`config.mk`:
```
export PLATFORM = sky130hd
export DESIGN_NAME = alu_arbiter
export DESIGN_NICKNAME = d
export VERILOG_FILES = /design/src/rtl/alu_arbiter.sv
export SDC_FILE = /design/constraint.sdc
export NUM_CORES = 1
export LEC_CHECK = 0
export BUFFER_PORTS_ARGS = -buffer_cell sky130_fd_sc_hd__buf_2
export CORE_ASPECT_RATIO = 1.5
export CORE_UTILIZATION = 35
export CTS_BUF_LIST = sky130_fd_sc_hd__clkbuf_4 sky130_fd_sc_hd__clkbuf_8 sky130_fd_sc_hd__clkbuf_16
export CTS_CLUSTER_DIAMETER = 30
export DETAILED_ROUTE_END_ITERATION = 7
export PLACE_DENSITY = 0.75
export SLEW_MARGIN = 20
export SYNTH_ARGS = -nofsm -noshare
export SYNTH_HDL_FRONTEND = slang
export SYNTH_SLANG_ARGS = --single-unit
```
`constraint.sdc`:
```
create_clock -name Clk -period 3.35 [get_ports Clk]
set_input_delay 0.67 -clock Clk [delete_from_list [all_inputs] [get_ports Clk]]
set_output_delay 0.67 -clock Clk [all_outputs]
set_load 0.05 [all_outputs]
```
`src/rtl/alu_arbiter.sv`:
```
// Two-requester round-robin front end for a shared combinational ALU.
// One operation in flight: grant, one execute cycle, then hold the response.
module alu_arbiter (
  input  logic        Clk,
  input  logic        Reset,
  input  logic        Req0Valid,
  input  logic [3:0]  Req0Op,
  input  logic [31:0] Req0A,
  input  logic [31:0] Req0B,
  output logic        Req0Ready,
  input  logic        Req1Valid,
  input  logic [3:0]  Req1Op,
  input  logic [31:0] Req1A,
  input  logic [31:0] Req1B,
  output logic        Req1Ready,
  output logic [3:0]  AluControl,
  output logic [31:0] AluA,
  output logic [31:0] AluB,
  input  logic [31:0] AluResult,
  input  logic        AluZero,
  output logic        RspValid,
  output logic        RspId,
  output logic [31:0] RspResult,
  output logic        RspZero,
  input  logic        RspReady
);

  typedef enum logic [1:0] {
    IDLE,
    EXEC,
    RESP
  } state_t;

  state_t state;
  state_t state_nxt;
  logic   last_grant;
  logic   idle;
  logic   gnt0;
  logic   gnt1;
  logic   gnt;

  // A tie goes to the requester that was not served last.
  always_comb begin
    idle = (state == IDLE) && !Reset;
    gnt0 = idle && Req0Valid &&
           (!Req1Valid || last_grant);
    gnt1 = idle && Req1Valid &&
           (!Req0Valid || !last_grant);
    gnt  = gnt0 || gnt1;
  end

  assign Req0Ready = gnt0;
  assign Req1Ready = gnt1;
  assign RspValid  = (state == RESP);

  always_ff @(posedge Clk) begin
    if (Reset) state <= IDLE;
    else       state <= state_nxt;
  end

  always_comb begin
    state_nxt = state;
    unique case (state)
      IDLE: if (gnt) state_nxt = EXEC;
      EXEC: state_nxt = RESP;
      RESP: if (RspReady) state_nxt = IDLE;
      default: state_nxt = IDLE;
    endcase
  end

  always_ff @(posedge Clk) begin
    if (Reset) begin
      AluControl <= '0;
      AluA       <= '0;
      AluB       <= '0;
      RspId      <= 1'b0;
      RspResult  <= '0;
      RspZero    <= 1'b0;
      last_grant <= 1'b1;
    end else begin
      if (gnt) begin
        AluControl <= gnt1 ? Req1Op : Req0Op;
        AluA       <= gnt1 ? Req1A : Req0A;
        AluB       <= gnt1 ? Req1B : Req0B;
        RspId      <= gnt1;
        last_grant <= gnt1;
      end
      if (state == EXEC) begin
        RspResult <= AluResult;
        RspZero   <= AluZero;
      end
    end
  end

endmodule

```
==> impl_results.md, run 1 <==
- FP Rows: 51
- Static leakage: 2.70 nW
- Post CTS Setup Buffer Count: 0
- Hold endpoint: RspResult[2]$_SDFFE_PP0N_
- RePlAce Congestion: 0.782
- Worst EP required: 2.68 ns
- Num Clock Sinks: 105
- CTS Hold Bufs: 0
- Min-delay src: RspResult[2]$_SDFFE_PP0N_
- Layout cell share with drive strength beyond 1: 40.1%
- Worst EP arrival: 1.93 ns
- CTS HTree Levels: 3
- Number of buffers added on ports: 278
- Total gr overflow: 0
- Core area: 13,000 sq um
- Slew @ Worst Pin: 0.878 ns
- Clock slew at reported path FFs: 0.07 ns
- Syn Area/Cell: 8.19 sq um
- Initial DRC Count: 242
- Yosys warning count: 0
- #FFs+latches synth: 105
- Slew Limit Headroom: 41.4%
- Syn Nets: 742
- Syn Inst Count: 568
- Residual DRC count: 0
- Largest net degree at the start of global routing: 138
- RR Startpoint: state[1]$_SDFFE_PP0P_
- Drt pass-1 iters: 4
- Antenna diodes: 0
- Clock Path Buffers: 2
- Hold WS: 0.450 ns
- Area leader, netlist: dfxtp_1
- Reg2reg end: AluB[26]$_SDFFE_PP0P_
- Die Wd: 96.1 um
- DP Wirelength: 9760 um
- Fmax: 0.385 GHz
- Kind of critical path: in2out
- Worst-path cell chain: buf_4 -> or3_2 -> a211oi_1 -> buf_2
- # IOs: 279
- Post-synth EDFFs: 0
- Crit-path leading delay family: buffers and inverters
- Vias: 5,187
- Most used DFF post-synth: dfxtp_1
- DR WL/cell: 16.0 um
- Crit end category: output port
- Die Span Y: 143 um
- Crit-path slowest cell: or3_2
- Maximum vdd drop: 0.000307 V
- Fin. Hold Viols: 0
- Hold Path Stages: 2
- FFs w/ async S/R, synth: 0%
- Netlist Area Pre-Place: 4650 sq um
- Post-synth top area share: 45.2%
- TritonCTS clock tree: yes
- First-pass GRT wire length: 22,900 um
- Layout Nets: 967
- Pwr per Cell Area: 562 nW/um^2
- Crit path buffers/inverters: 2
- Critical Path Fanout Max: 3
- Area Growth Syn to Fin: 36.0%
- Initial antenna violation count: 0
- Vias in the first global route: 4,664
- Top-count cell post-synth: dfxtp_1
- Yosys cell types: 25
- Root buf cell: clkbuf_16
- Post-route insts no fill: 957
- Post-Place Cells: 941
- Via-to-Cell Ratio: 5.42
- Worst clock skew: 0.0115 ns
- Min cycle time layout: 2.60 ns
- Die area: 13,800 sq um
- Worst hold path class: reg2reg
- Status: complete, no violations
- Ranking of synthesized cells by area: dfxtp_1 45%, a21oi_1 11%, a311oi_1 11%, nand3_1 7.3%, o21ai_0 6.3%
- Slowest cell delay on critical path: 0.45 ns
- Inserted Clock Buffers: 9
- Final setup fails: 0
- CTS resizes: 0
- Period utilization: 77.5%
- Later-pin clock latency in the skew report: 0.34 ns
- Max-Cap Viols: 0
- RSZ-0062 raised after global routing: false
- Top post-synthesis cells by count: 105 x dfxtp_1, 103 x a21oi_1, 68 x nand3_1
- Startpoint Class: input pin
- Antenna-violating nets left: 0
- Routed WL: 15,400 um
- GRT Util Overall: 21.2%
- Seq/Total Area, Yosys: 45.2%
- R2R Setup Slk: 1.49 ns
- Final-report max-slew violation count: 0
- Worst Reg2Reg Path Length in Cells: 4
- Initial Utilization: 35.9%
- Setup TNS: 0 ns
-- cell type report --
cell class	count	area [sq um]
Fill cell	1306	6630
Multi-Input combinational cell	387	2220
Sequential cell	105	2100
Timing Repair Buffer	287	1480
Clock buffer	9	225
Tap cell	159	199
Clock inverter	7	86.3
Inverter	3	11.3
-- cell families (layout without fill, tap and decap cells) --
family | after synthesis | count (layout) | synth area share (%)
buffers and inverters | 76 | 306 | 7.40
AOI/OAI and AO/OA | 244 | 244 | 33.5
DFF | 105 | 105 | 45.2
and+or+nand+nor | 143 | 143 | 13.9
-- how the worst max path moves through the flow --
stage	start	slack, ns	depth (start not counted)	end
detailed placement	Reset	0.77	4	Req0Ready
CTS	state[1]$_SDFFE_PP0P_	0.73	3	Req0Ready
global route	state[1]$_SDFFE_PP0P_	0.65	3	Req0Ready
finish	Reset	0.75	4	Req0Ready
floorplan	Reset	0.17	4	Req0Ready
global placement	Reset	0.82	4	Req0Ready
-- worst min-delay path: stages (launching register included) --
cell and delay [ns]:
dfxtp_1 0.31, nand2_1 0.05, a21oi_1 0.05
-- report_power, final --
group          leakage, nW  total (W)  switching, W  internal (W)
sequential           0.864    0.00141     0.0000564       0.00136
combinational         1.69    0.00102      0.000744      0.000280
clock                0.144    0.00112      0.000521      0.000597
-- stage by stage --
step	cell area, sq um	setup WS (ns)	utilization [%]	power, W
6_report	6320	0.753	48.8	0.00356
4_1_cts	6320	0.733	48.8	0.00359
3_3_place_gp	6010	0.819	46.4	0.00246
3_5_place_dp	6010	0.768	46.4	0.00247
2_1_floorplan	4650	0.172	-	0.00218
5_1_grt	6320	0.646	48.8	0.00372
-- per-layer routing --
metal / GRT usage, % / vias up / share of wire [%]
met5: 0 / - / 0
met4: 8.33 / 0 / 2.5
met3: 4.05 / 24 / 6.1
met2: 35.0 / 206 / 49
met1: 26.7 / 2410 / 42
li1: - / 2547 / -
-- sequential cells by signal (all words and copies together), names as in the netlist --
register,flops
AluA,32
AluB,32
RspResult,32
AluControl,4
state,2
RspId,1
RspZero,1
last_grant,1
-- cells in the final DEF, fill, tap and decap left out, types with 3 or more instances in the layout --
cell type and instances:
a21oi_1 103, a311oi_1 58, a311oi_2 10, buf_2 277
buf_4 8, clkbuf_16 9, clkinvlp_4 3, dfxtp_1 105
inv_1 3, inv_8 3, nand2_1 66, nand3_1 68
o21ai_0 59, o21ai_1 10
Power figures use the tool's default switching activity.
==> run 2, diff against run 1 <==
--- a/config.mk
+++ b/config.mk
@@ -11,7 +11,7 @@
 export CTS_BUF_LIST = sky130_fd_sc_hd__clkbuf_4 sky130_fd_sc_hd__clkbuf_8 sky130_fd_sc_hd__clkbuf_16
 export CTS_CLUSTER_DIAMETER = 30
 export DETAILED_ROUTE_END_ITERATION = 7
-export PLACE_DENSITY = 0.75
+export PLACE_DENSITY = 0.78
 export SLEW_MARGIN = 20
 export SYNTH_ARGS = -nofsm -noshare
 export SYNTH_HDL_FRONTEND = slang
==> constraint.sdc (replaced) <==
create_clock -name Clk -period 2.35 [get_ports Clk]
set_input_delay 0.47 -clock Clk [delete_from_list [all_inputs] [get_ports Clk]]
set_output_delay 0.47 -clock Clk [all_outputs]
set_load 0.05 [all_outputs]
==> impl_results.md, run 2 (synthesized netlist as in run 1, its figures left out) <==
- Initial antenna violation count: 1 (was 0)
- Vias in the first global route: 4,693 (was 4,664)
- Die Wd: 96.1 um (unchanged)
- Initial Utilization: 35.9% (unchanged)
- Most frequent cells in the layout: 277 x buf_2, 105 x dfxtp_1, 103 x a21oi_1 (unchanged)
- Layout cell share with drive strength beyond 1: 41.1% (was 40.1%)
- Startpoint Class: flip-flop (was input pin)
- Clock Path Buffers: 2 (unchanged)
- Die Span Y: 143 um (unchanged)
- # IOs: 279 (unchanged)
- CTS resizes: 0 (unchanged)
- Worst EP arrival: 1.71 ns (was 1.93 ns)
- DP Wirelength: 10,600 um (was 9760 um)
- Max-Cap Viols: 0 (unchanged)
- Drt pass-1 iters: 4 (unchanged)
- Maximum vdd drop: 0.000428 V (was 0.000307 V)
- Later-pin clock latency in the skew report: 0.34 ns (about the same)
- Hold WS: 0.363 ns (was 0.450 ns)
- Period utilization: 92.9%
- Clock slew at reported path FFs: 0.08 ns (was 0.07 ns)
- Setup TNS: 0 ns (unchanged)
- Initial DRC Count: 193 (was 242)
- FILL cells: 1,297 (was 1,306)
- Crit end category: output port (unchanged)
- Area Growth Syn to Fin: 38.0% (was 36.0%)
- Antenna-violating nets left: 0 (unchanged)
- Fin. Hold Viols: 0 (unchanged)
- Core area: 13,000 sq um (unchanged)
- Min cycle time layout: 2.18 ns
- Status: complete, no violations (unchanged)
- Number of buffers added on ports: 278 (unchanged)
- Static leakage: 2.76 nW (was 2.70 nW)
- Pwr per Cell Area: 770 nW/um^2 (was 562 nW/um^2)
- Inserted Clock Buffers: 9 (unchanged)
- Slew Limit Headroom: 56.2% (was 41.4%)
- CTS Hold Bufs: 0 (unchanged)
- Worst clock skew: 0.00745 ns (was 0.0115 ns)
- TritonCTS clock tree: yes (unchanged)
- Worst EP required: 1.88 ns (was 2.68 ns)
- Commonest non-fill, non-tap cell in the layout: buf_2 (unchanged)
- Via-to-Cell Ratio: 5.47 (was 5.42)
- Slew @ Worst Pin: 0.658 ns (was 0.878 ns)
- Top flop regs: AluA (32), AluB (32), RspResult (32) (unchanged)
- Layout Nets: 977 (was 967)
- FP Rows: 51 (unchanged)
- Root buf cell: clkbuf_16 (unchanged)
- Kind of critical path: reg2out (was in2out)
- RSZ-0062 raised after global routing: false (unchanged)
- Num Clock Sinks: 105 (unchanged)
- Vias: 5,285 (was 5,187)
- Final setup fails: 0 (unchanged)
- Post CTS Setup Buffer Count: 0 (unchanged)
- Antenna diodes: 0 (unchanged)
- RePlAce Congestion: 0.866 (was 0.782)
- Die area: 13,800 sq um (unchanged)
- Residual DRC count: 0 (unchanged)
- Fmax: 0.458 GHz
- Worst hold path class: in2reg (was reg2reg)
- Critical Path Fanout Max: 5 (was 3)
- DR WL/cell: 16.0 um (about the same)
- Routed WL: 15,500 um (was 15,400 um)
- Total gr overflow: 0 (unchanged)
- Largest net degree at the start of global routing: 73 (was 138)
- CTS HTree Levels: 3 (unchanged)
- First-pass GRT wire length: 22,900 um (about the same)
- GRT Util Overall: 21.1% (was 21.2%)
- Final-report max-slew violation count: 0 (unchanged)
- Design Power: 0.00495 W (was 0.00356 W)
run 2: final timing paths:
check | from | end | slack, ns | cells past startpoint
min | AluResult[30] | RspResult[30]$_SDFFE_PP0N_ | 0.36 | 3
max reg2reg | state[1]$_SDFFE_PP0P_ | AluA[11]$_SDFFE_PP0P_ | 0.62 | 4
max | state[1]$_SDFFE_PP0P_ | Req1Ready | 0.17 | 3
min reg2reg | RspResult[5]$_SDFFE_PP0N_ | RspResult[5]$_SDFFE_PP0N_ | 0.45 | 2
run 2: layout make-up:
cell class              count  area (sq um)  area share (%)
repair buffers            297          1600            24.9
flip-flops and latches    105          2100            32.7
well taps                 159           199            3.10
clock buffers               9           225            3.51
multi-input cells         387          2230            34.7
clock inverters             7          53.8           0.838
inverters                   3          11.3           0.175
run 2: power by group:
| group | leakage, nW | internal, W | switching (W) |
|---|---|---|---|
| Combinational | 1.76 | 0.000431 | 0.00108 |
| Sequential | 0.864 | 0.00194 | 0.0000761 |
| Clock | 0.134 | 0.000731 | 0.000694 |
run 2: per-layer routing:
layer / up-vias / wire [um] / track usage [%]
met5: - / 13 / 0
met4: 2 / 478 / 9.43
met3: 39 / 1110 / 4.53
met2: 243 / 7680 / 34.6
met1: 2429 / 6210 / 26.1
li1: 2572 / - / -
run 2: worst max-delay path, cell delays in order, from the launching register on:
cell and delay [ns]:
dfxtp_1 0.33, or3_2 0.55, nor2_2 0.21, buf_2 0.29
run 2: per-stage QoR:
stage          worst slack [ns]  util, %  std cells  cell area [sq um]
2_1_floorplan             0.101        -        568               4660
3_3_place_gp              0.298     47.4        951               6140
3_5_place_dp              0.283     47.4        951               6140
4_1_cts                   0.131     49.6        967               6420
5_1_grt                  0.0875     49.6        967               6420
6_report                  0.166     49.6        967               6420
